## config.mk

```make
export PLATFORM = sky130hd
export DESIGN_NAME = if_fetch_unit
export DESIGN_NICKNAME = d
export VERILOG_FILES = /design/src/rtl/if_fetch_unit.sv
export SDC_FILE = /design/constraint.sdc
export NUM_CORES = 1
export LEC_CHECK = 0
export BUFFER_PORTS_ARGS = -buffer_cell sky130_fd_sc_hd__buf_2
export CAP_MARGIN = 10
export CORE_MARGIN = 4
export CORE_UTILIZATION = 29
export DETAILED_ROUTE_END_ITERATION = 7
export SKIP_LAST_GASP = 1
export SLEW_MARGIN = 30
export SYNTH_ARGS = -nofsm -noshare
export SYNTH_HDL_FRONTEND = slang
export SYNTH_SLANG_ARGS = --single-unit
```

## constraint.sdc

```tcl
create_clock -name clk -period 13.3 [get_ports clk]
set_clock_uncertainty 0.2 [all_clocks]
set_input_delay 1.995 -clock clk [delete_from_list [all_inputs] [get_ports clk]]
set_output_delay 1.995 -clock clk [all_outputs]
set_load 0.01 [all_outputs]
```

## src/rtl/if_fetch_unit.sv

```systemverilog
// Instruction fetch stage: owns the fetch PC, issues word fetches to instruction
// memory, buffers in-order responses and hands {inst, PC, NPC} to decode.
module if_fetch_unit #(
    parameter logic [31:0] RESET_PC   = 32'h0000_0000,
    parameter int          FIFO_DEPTH = 2
) (
    input  logic        clk,
    input  logic        rst,
    input  logic        ex_take_branch_in,
    input  logic [31:0] ex_target_PC_in,
    output logic        mem_req_valid,
    output logic [31:0] mem_req_addr,
    input  logic        mem_req_ready,
    input  logic        mem_rsp_valid,
    input  logic [31:0] mem_rsp_data,
    output logic        if_id_valid,
    output logic [31:0] if_id_inst,
    output logic [31:0] if_id_PC,
    output logic [31:0] if_id_NPC,
    input  logic        id_ready
);

    localparam int PTR_W = $clog2(FIFO_DEPTH);
    localparam int CNT_W = PTR_W + 1;

    typedef enum logic [0:0] {
        ST_FETCH = 1'b0,
        ST_FLUSH = 1'b1
    } state_t;

    state_t             state_r;
    state_t             state_nxt_s;
    logic [31:0]        fetch_pc_r;
    logic [CNT_W-1:0]   outstanding_r;
    logic [CNT_W-1:0]   drop_cnt_r;

    logic [31:0]        tag_mem_r [FIFO_DEPTH];
    logic [PTR_W-1:0]   tag_wr_ptr_r;
    logic [PTR_W-1:0]   tag_rd_ptr_r;

    logic [31:0]        inst_mem_r [FIFO_DEPTH];
    logic [31:0]        pc_mem_r   [FIFO_DEPTH];
    logic [31:0]        npc_mem_r  [FIFO_DEPTH];
    logic [PTR_W-1:0]   fifo_wr_ptr_r;
    logic [PTR_W-1:0]   fifo_rd_ptr_r;
    logic [CNT_W-1:0]   fifo_count_r;

    logic               credit_ok_s;
    logic               req_valid_s;
    logic               req_fire_s;
    logic               rsp_accept_s;
    logic               rsp_drop_s;
    logic               rsp_push_s;
    logic               pop_s;
    logic [CNT_W-1:0]   outstanding_nxt_s;
    logic [CNT_W-1:0]   drop_cnt_nxt_s;
    logic [CNT_W:0]     credit_sum_s;

    // Handshake qualification and credit arithmetic
    always_comb begin
        credit_sum_s      = {1'b0, outstanding_r} + {1'b0, fifo_count_r};
        credit_ok_s       = (credit_sum_s < (CNT_W+1)'(FIFO_DEPTH));
        req_fire_s        = req_valid_s && mem_req_ready;
        // A response with nothing outstanding is a protocol error and is ignored.
        rsp_accept_s      = mem_rsp_valid && (outstanding_r != {CNT_W{1'b0}});
        rsp_drop_s        = rsp_accept_s && ((drop_cnt_r != {CNT_W{1'b0}}) || ex_take_branch_in);
        rsp_push_s        = rsp_accept_s && !rsp_drop_s;
        pop_s             = (fifo_count_r != {CNT_W{1'b0}}) && id_ready && !ex_take_branch_in;
        outstanding_nxt_s = outstanding_r + CNT_W'(req_fire_s) - CNT_W'(rsp_accept_s);
        if (ex_take_branch_in) begin
            // The response accepted in the redirect cycle is already discarded.
            drop_cnt_nxt_s = outstanding_nxt_s;
        end else if ((drop_cnt_r != {CNT_W{1'b0}}) && rsp_accept_s) begin
            drop_cnt_nxt_s = drop_cnt_r - {{(CNT_W-1){1'b0}}, 1'b1};
        end else begin
            drop_cnt_nxt_s = drop_cnt_r;
        end
    end

    // FSM next state and request-valid generation
    always_comb begin
        req_valid_s = 1'b0;
        state_nxt_s = state_r;
        case (state_r)
            ST_FETCH: req_valid_s = credit_ok_s && !ex_take_branch_in && !rst;
            ST_FLUSH: req_valid_s = 1'b0;
            default:  req_valid_s = 1'b0;
        endcase
        if (ex_take_branch_in) begin
            state_nxt_s = (drop_cnt_nxt_s != {CNT_W{1'b0}}) ? ST_FLUSH : ST_FETCH;
        end else if ((state_r == ST_FLUSH) && (drop_cnt_nxt_s == {CNT_W{1'b0}})) begin
            state_nxt_s = ST_FETCH;
        end else begin
            state_nxt_s = state_r;
        end
    end

    // State, fetch PC and in-flight bookkeeping registers
    always_ff @(posedge clk or posedge rst) begin
        if (rst) begin
            state_r       <= ST_FETCH;
            fetch_pc_r    <= RESET_PC;
            outstanding_r <= {CNT_W{1'b0}};
            drop_cnt_r    <= {CNT_W{1'b0}};
        end else begin
            state_r       <= state_nxt_s;
            outstanding_r <= outstanding_nxt_s;
            drop_cnt_r    <= drop_cnt_nxt_s;
            if (ex_take_branch_in) begin
                fetch_pc_r <= ex_target_PC_in & 32'hFFFF_FFFC;
            end else if (req_fire_s) begin
                fetch_pc_r <= fetch_pc_r + 32'd4;
            end
        end
    end

    // PC tag queue: survives redirects so dropped responses still retire their tag
    always_ff @(posedge clk or posedge rst) begin
        if (rst) begin
            tag_wr_ptr_r <= {PTR_W{1'b0}};
            tag_rd_ptr_r <= {PTR_W{1'b0}};
            for (int i = 0; i < FIFO_DEPTH; i++) begin
                tag_mem_r[i] <= 32'h0000_0000;
            end
        end else begin
            if (req_fire_s) begin
                tag_mem_r[tag_wr_ptr_r] <= fetch_pc_r;
                tag_wr_ptr_r            <= tag_wr_ptr_r + {{(PTR_W-1){1'b0}}, 1'b1};
            end
            if (rsp_accept_s) begin
                tag_rd_ptr_r <= tag_rd_ptr_r + {{(PTR_W-1){1'b0}}, 1'b1};
            end
        end
    end

    // Instruction buffer toward decode; emptied on redirect
    always_ff @(posedge clk or posedge rst) begin
        if (rst) begin
            fifo_wr_ptr_r <= {PTR_W{1'b0}};
            fifo_rd_ptr_r <= {PTR_W{1'b0}};
            fifo_count_r  <= {CNT_W{1'b0}};
            for (int i = 0; i < FIFO_DEPTH; i++) begin
                inst_mem_r[i] <= 32'h0000_0000;
                pc_mem_r[i]   <= 32'h0000_0000;
                npc_mem_r[i]  <= 32'h0000_0000;
            end
        end else if (ex_take_branch_in) begin
            fifo_wr_ptr_r <= {PTR_W{1'b0}};
            fifo_rd_ptr_r <= {PTR_W{1'b0}};
            fifo_count_r  <= {CNT_W{1'b0}};
        end else begin
            if (rsp_push_s) begin
                inst_mem_r[fifo_wr_ptr_r] <= mem_rsp_data;
                pc_mem_r[fifo_wr_ptr_r]   <= tag_mem_r[tag_rd_ptr_r];
                npc_mem_r[fifo_wr_ptr_r]  <= tag_mem_r[tag_rd_ptr_r] + 32'd4;
                fifo_wr_ptr_r             <= fifo_wr_ptr_r + {{(PTR_W-1){1'b0}}, 1'b1};
            end
            if (pop_s) begin
                fifo_rd_ptr_r <= fifo_rd_ptr_r + {{(PTR_W-1){1'b0}}, 1'b1};
            end
            fifo_count_r <= fifo_count_r + CNT_W'(rsp_push_s) - CNT_W'(pop_s);
        end
    end

    assign mem_req_valid = req_valid_s;
    assign mem_req_addr  = fetch_pc_r;
    assign if_id_valid   = (fifo_count_r != {CNT_W{1'b0}});
    assign if_id_inst    = inst_mem_r[fifo_rd_ptr_r];
    assign if_id_PC      = pc_mem_r[fifo_rd_ptr_r];
    assign if_id_NPC     = npc_mem_r[fifo_rd_ptr_r];

endmodule
```

# After elaboration in Yosys (flattened, before gate mapping)
# Index checks and enable logic that the tools add are counted.
[classes] n_mux=33 bitwise_logic=6 reduce_logical=26 div=0 shifts=0 mul=0 addsub=12 magnitude_cmp=7 eq_ne=0
[ops] cell="32-bit two-way mux" count=16
[ops] cell="64-bit bitwise mux" count=4
[ops] cell="32-bit by 3-bit adder with 32-bit output, second input constant" count=2
[ops] cell="32-bit demux with 1-bit select" count=2
[ops] cell="2-bit nonzero test" count=8
[ops] cell="1-bit logical AND" count=12
[ops] cell="2-bit greater-or-equal comparator, second input constant" count=4
[ops] cell="1-bit inverter with 2-bit output" count=4
[ops] cell="1-bit two-way mux" count=7
[ops] cell="2-bit two-way mux" count=3
[ops] cell="1-bit adder, second input constant" count=4
[ops] cell="2-bit by 1-bit adder with 2-bit output" count=2
[ops] cell="2-bit by 1-bit < comparator with 1-bit output, second input constant" count=2
[ops] cell="2-bit by 1-bit subtractor with 2-bit output" count=2
[ops] cell="2-bit by 2-bit adder with 3-bit output" count=1
[ops] cell="1-bit zero test" count=3
[ops] cell="3-bit by 2-bit < comparator with 1-bit output, second input constant" count=1
[ops] cell="2-bit zero test" count=1
[ops] cell="1-bit inverter" count=2
[ops] cell="1-bit case mux with 2 select lines" count=1
[ops] cell="2-bit AND reduction" count=1
[ops] cell="2-bit by 1-bit subtractor with 2-bit output, second input constant" count=1
[ops] cell="1-bit logical OR" count=1
[totals] elab_cells=101 n_memories=0 input_bits=70 mem_bits_ro=0 reg_bits=299 out_inout_bits=130 latch_bits=0 ramBits=0

# Depth between registers and ports, before layout
# Gate-level depths: netlist (run 1).
[depth] depth_word=13 mapped_depth=15 depth_no_buf=12

# Least setup slack after synthesis (run 1)
# No wires, ideal clock.
[synth_timing] path_type="input to output" start="input rst" end="output mem_req_valid" n_path_buf=0 required_ps=11105 setup_slack_ps=8792 arrival_ps=2313 path_stages=2 path_cell_list="nor3_1 > and2_1"
[synth_via] elab_chain_cells=3
[synth_lines] item="start, declared" line_no="8" text="input logic rst,"
[synth_lines] item="1-bit zero test (no source line)"
[synth_lines] item="1-bit logical AND" line_no="85" text="ST_FETCH: req_valid_s = credit_ok_s && !ex_take_branch_in && !rst;"
[synth_lines] item="1-bit case mux with 2 select lines" line_no="84" text="case (state_r)"
[synth_lines] item="end, declared" line_no="11" text="output logic mem_req_valid,"
# No other way between the ends.

# Worst setup path in the final report (run 1)
[layout_timing] start="input ex_take_branch_in" end="output mem_req_valid"
[layout_via] elab_chain_cells=4
[layout_lines] item="start, declared" line_no="9" text="input logic ex_take_branch_in,"
[layout_lines] item="1-bit zero test" line_no="85"
[layout_lines] item="1-bit logical AND (2 in series)" line_no="85"
[layout_lines] item="1-bit case mux with 2 select lines" line_no="84"
# No other way between the ends.

==> results of run 1 <==
==> state kept, by name, indices dropped and copies added (netlist names) <==
signal         flops
state_r            1
inst_mem_r        64
drop_cnt_r         2
pc_mem_r          60
fifo_rd_ptr_r      1
outstanding_r      2
fifo_wr_ptr_r      1
tag_mem_r         60
tag_wr_ptr_r       1
npc_mem_r         60
fifo_count_r       2
tag_rd_ptr_r       1
mem_req_addr      30
==> power by group through the flow <==
stage                     Clock (uW)  Sequential [uW]  Combinational [uW]
after global placement             0             1400                1120
after detailed placement           0             1430                1150
after floorplan                    0             1360                 795
final                            946             1410                1130
after global routing            1000             1460                1270
after CTS                        976             1410                1150
==> worst max path at each step <==
| stage | from | end | slack [ns] | cells past startpoint |
|---|---|---|---|---|
| global placement | ex_take_branch_in | state_r | 7.84 | 12 |
| floorplan | rst | drop_cnt_r[0] | 3.24 | 1 |
| finish | ex_take_branch_in | mem_req_valid | 8.14 | 5 |
| detailed placement | ex_take_branch_in | state_r | 7.84 | 12 |
| global route | ex_take_branch_in | state_r | 8.03 | 12 |
| CTS | ex_take_branch_in | mem_req_valid | 8.15 | 5 |
==> routing by layer <==
metal / wire (um) / vias to the layer above / part of all wire / track usage
li1: - / 4956 / - / -
met1: 17450 / 5095 / 0.48 / 0.2059
met2: 16000 / 268 / 0.44 / 0.2083
met3: 2091 / 51 / 0.058 / 0.02780
met4: 793 / 0 / 0.022 / 0.04170
met5: 0 / - / 0 / 0
==> worst register-to-register path: cells and delay by family (launching register included) <==
| kind | cells | cell delay, ns |
|---|---|---|
| buffers and inverters | 2 | 0.61 |
| adder cells (fa/ha/maj) | 3 | 1.07 |
| AND/OR/NAND/NOR | 4 | 1.18 |
| AO/OA/AOI/OAI | 1 | 0.20 |
| XOR/XNOR | 2 | 0.36 |
| flip-flops | 1 | 0.42 |
==> kinds of logic after synthesis <==
group / count (synthesis) / synth area share
simple gates: 518 / 0.1648
other cells: 1 / 0.0002757
xor+xnor: 26 / 0.01674
fa+ha+maj: 8 / 0.007911
mux: 203 / 0.1653
buf+inv: 103 / 0.03173
flops: 285 / 0.5243
compound gates: 185 / 0.08886
==> cells in the mapped netlist, drive strengths merged, types with 2 or more instances <==
master,instances,area [um^2]
nand2,362,1359
dfrtp,285,7132
mux2,167,1881
o21ai,75,375.4
clkbuf,62,232.7
mux2i,36,367.9
nor2,33,123.9
nand3,28,140.1
o211ai,24,180.2
buf,23,131.4
o31ai,22,165.2
nand4,19,118.9
inv,18,67.56
nor3,18,90.09
xnor2,15,131.4
o311ai,12,105.1
xor2,11,96.34
a31oi,10,62.56
nor4,10,62.56
a21o,9,67.56
and2,8,50.05
nand3b,8,60.06
o21a,8,60.06
a21oi,7,35.03
and3,7,43.79
ha,7,87.58
and4,4,35.03
nand2b,4,25.02
nand4b,4,35.03
o31a,4,35.03
or4,4,30.03
a22oi,3,22.52
a221o,2,20.02
a221oi,2,17.52
nor2b,2,12.51
or2,2,12.51
or3,2,12.51
==> per-stage QoR <==
| step | setup WS, ns | area, um^2 |
|---|---|---|
| 3_5_place_dp | 7.836 | 15110 |
| 3_3_place_gp | 7.839 | 15100 |
| 4_1_cts | 8.152 | 16260 |
| 2_1_floorplan | 3.241 | 13620 |
| 6_report | 8.142 | 16290 |
| 5_1_grt | 8.034 | 16290 |
==> layout make-up <==
cell class,count,area [um^2],share of cell area
repair buffers,205,1089,0.06681
well taps,607,759.5,0.04662
clock buffers,51,1059,0.06497
clock inverters,11,95.09,0.005837
multi-input cells,946,6078,0.3731
inverters,18,75.07,0.004608
flip-flops and latches,285,7137,0.4381
==> qor.csv, run 1 <==
metric;value;unit
required time worst endpoint;11.10;ns
Fillers;4681;
hold wc startpoint;inst_mem_r[20];
Hold EP;inst_mem_r[20];
Hold Crit Class;register to register;
most frequent cells in the layout;nand2_1 (361), dfrtp_1 (283), buf_2 (191), mux2_2 (167), o21ai_0 (75);
Fin. Hold Viols;0;
Root Driver;clkbuf_16;
min Tclk post-route;5.158;ns
Peak VDD IR;0.1070;mV
status;finished, final reports clean;
DP HPWL;24360;um
P per Cell Area;214.2;mW/mm^2
combinational share of power;0.325;
top_reg_cell synth;dfrtp_1;
Clk pwr share;0.271;
Crit path arrival time;2.96;ns
ys async rst share;1.000;
power consumption;3490;uW
via/cell ratio;4.885;
CP peak stage delay;0.41;ns
vias post-DR;10370;
synth warn;0;
Setup TNS Final;0;ns
Final ANT Viol Nets;0;
WHS;0.2650;ns
DRC;0;
CP Launch Type;input port;
Initial Util;0.2928;
CTS tree;yes;
Final nets;1570;
CP most frequent cell;buf_2;
synthesized area;0.01360;mm^2
Pre-Repair DR Iteration Count;5;
utilization after layout;0.3507;
# rows;79;
Reg2Reg Setup Slack;9.17;ns
gp weighted congestion;0.7793;
Clock Latency Late Sink;0.53;ns
Hold Path Stages;2;
Layout Cells excl Fill;2123;
PortBufs;191;
initial drt markers;623;
Internal Pwr Total;2277;uW
sequential area share after synthesis;0.5243;
Final Setup Violations;0;
Diodes inserted;0;
Final period util;0.3879;
TritonCTS Sinks;285;
Placed Cells;2060;
Relative slew margins;0.3914;
CTS Buf Count;36;
R2R Path Start;outstanding_r[0];
reg2reg path depth;12;
unrepaired setup endpoints after global routing;no;
Post-synth EDFFs;0;
register bit count reported by yosys;285;
GR Overflow Total;0;
pin count of the biggest net entering global routing;121;
Reg-to-Reg End;state_r;
Max H-tree Level;2;
synthesized instance count;1329;
CP max FO;48;
initial antenna violation count;0;
crit end category;output pin;
Synth cell types;53;
Total Wirelength;36330;um
Max Cap Violations;0;
f_max;193.9;MHz
Max Buffers Root-to-Sink;3;
postcts setup bufs;0;
post_cts resized;0;
clk slew on worst S/H paths;0.05;ns
classification of the worst setup path;input port to output pin;
sequential share of power;0.404;
Static Leak;0.007874;uW
first-pass GRT wire length;56480;um
Buf/Inv on CP;3;
critical path cell sequence;buf_2, buf_4, nor2_1, and2_1, buf_2;
total global-route track usage;0.1396;
commonest non-fill, non-tap cell in the layout;nand2_1;
switching share of power;0.3475;
CP top delay family;buffers and inverters;
post-DR wirelength/cell;17.11;um
# hold bufs at CTS;0;
core box area;0.04646;mm^2
Final Max Tran Viols;0;
Slowest cell on crit path;buf_4;
# IOs;200;
Vert. Die Dim;224.6;um
share of layout cells above drive strength 1;0.2916;
area grow syn2layout;19.78;%
Switch Pwr;1213;uW
worst-margin pin slew;0.9096;ns
Mapped Avg Cell Area;10.23;um^2
area of the die;0.05043;mm^2
vias in the first global route;10010;
Die Span X;224.6;um
(Power assumes the default switching activity.)
==> run 2, diff against run 1 <==
clock period = 4.9 ns   (was 13.3 ns; I/O delays follow)
==> run 2 against run 1 <==
- critical path depth down 2
- core utilization rose by 0.23 points
- global-route usage grew 0.34 points
- sequential cell count is the same
- sequential share of layout area shrank 0.28 points
- highest routed layer is now met5
- routed wire length up 0.78%
- critical path type is now register to output pin
==> qor.csv, run 2 (synthesized netlist as in run 1, its figures left out) <==
metric;value;unit;change
CTS Buf Count;35;;-2.8%
post_cts resized;0;;unchanged
min Tclk post-route;3.439;ns;
Initial Util;0.2928;;unchanged
Max H-tree Level;2;;unchanged
f_max;290.8;MHz;
crit end category;output pin;;
power consumption;9590;uW;+170%
CP Launch Type;register;;
DRC;0;;unchanged
first-pass GRT wire length;57990;um;+2.7%
Die Span X;224.6;um;unchanged
Vert. Die Dim;224.6;um;unchanged
commonest non-fill, non-tap cell in the layout;nand2_1;;
CP max FO;61;;+27%
Final period util;0.7019;;
# IOs;200;;unchanged
via/cell ratio;4.824;;-1.2%
status;finished, final reports clean;;
P per Cell Area;584.9;mW/mm^2;+170%
area of the die;0.05043;mm^2;unchanged
# hold bufs at CTS;0;;unchanged
Total Wirelength;36610;um;+0.78%
Pre-Repair DR Iteration Count;4;;-1
Clock Latency Late Sink;0.55;ns;+0.02 ns
vias in the first global route;10110;;+0.97%
initial antenna violation count;2;;+2
Crit path arrival time;2.50;ns;-0.46 ns
Final Setup Violations;0;;unchanged
DP HPWL;24840;um;+1.9%
share of layout cells above drive strength 1;0.2919;;+0.0003565
classification of the worst setup path;register to output pin;;
Placed Cells;2066;;+0.29%
Relative slew margins;0.3372;;-0.05422
gp weighted congestion;0.7918;;+1.6%
core box area;0.04646;mm^2;unchanged
vias post-DR;10270;;-1.0%
total global-route track usage;0.1430;;+0.003367
Max Cap Violations;0;;unchanged
Static Leak;0.007923;uW;+0.62%
Diodes inserted;0;;unchanged
area grow syn2layout;20.55;%;
clk slew on worst S/H paths;0.06;ns;about the same
PortBufs;191;;unchanged
Root Driver;clkbuf_16;;
Final WS setup;1.461;ns;-6.681 ns
unrepaired setup endpoints after global routing;no;;
pin count of the biggest net entering global routing;96;;-21%
most frequent cells in the layout;nand2_1 (361), dfrtp_1 (283), buf_2 (191), mux2_2 (167), o21ai_0 (75);;
Final Max Tran Viols;0;;unchanged
Setup TNS Final;0;ns;unchanged
Biggest register;inst_mem_r;;
GR Overflow Total;0;;unchanged
max reg flops;64;;unchanged
initial drt markers;679;;+9.0%
post-DR wirelength/cell;17.20;um;+0.54%
TritonCTS Sinks;285;;unchanged
postcts setup bufs;0;;unchanged
pre-CTS setup slack;1.625;ns;-6.211 ns
Hold Crit Class;input port to asynchronous set/reset pin;;
# rows;79;;unchanged
required time worst endpoint;3.96;ns;-7.14 ns
Fin. Hold Viols;0;;unchanged
CTS tree;yes;;
worst-margin pin slew;0.9943;ns;+0.08469 ns
Final nets;1574;;+0.25%
Peak VDD IR;0.2844;mV;+170%
Max Buffers Root-to-Sink;3;;unchanged
Layout Cells excl Fill;2128;;+0.24%
Final ANT Viol Nets;0;;unchanged
==> run 2: changes by cell type in the layout (fill, tap and decap cells not counted), sizes merged <==
cell	change
bufinv	+3
clkinvlp	-1
inv	-2
buf	+5
==> run 2: final timing paths <==
path                                      start          endpoint  slack [ns]  depth (start not counted)
worst min register to register   inst_mem_r[16]    inst_mem_r[16]        0.27                          2
max in group asynchronous                   rst    inst_mem_r[26]        3.29                          3
worst max-delay path              fifo_rd_ptr_r     if_id_inst[8]        1.46                          3
worst max register to register     tag_rd_ptr_r     npc_mem_r[56]        1.59                          6
min in group clk                mem_rsp_data[2]     inst_mem_r[2]        0.19                          3
worst min-delay path                        rst  outstanding_r[0]        0.18                          2
==> run 2: routing by layer <==
metal  up-vias  wire length, um  GRT usage
li1       4950                -          -
met1      5015            18080     0.2155
met2       251            15750     0.2101
met3        47             2078    0.03106
met4         2              688    0.03399
met5         -               13          0
==> run 2: power breakdown <==
group | internal, uW | total (uW) | switching, uW
Clock | 1650 | 2660 | 1010
Combinational | 1390 | 3050 | 1660
Sequential | 3250 | 3880 | 629
==> run 2: cell type report <==
| cell class | count | area [um^2] |
|---|---|---|
| fillers | 4695 | 30060 |
| flip-flops and latches | 285 | 7137 |
| multi-input cells | 946 | 6078 |
| repair buffers | 210 | 1161 |
| clock buffers | 51 | 1017 |
| well taps | 607 | 759.5 |
| clock inverters | 11 | 172.7 |
| inverters | 18 | 71.32 |
==> run 2: stage by stage <==
stage	instance area, um^2	util	hold slack (ns)
final	16400	0.3529	0.1771
after global routing	16400	0.3529	0.1789
after global placement	15210	0.3273	0.2518
after CTS	16400	0.3529	0.1570
after detailed placement	15210	0.3273	0.2565
after floorplan	13620	-	0.2401
==> run 2: critical path: stages, from the launching register on <==
cell	delay, ns
dfrtp_4	1.05
buf_12	0.32
mux2_2	0.38
buf_2	0.14
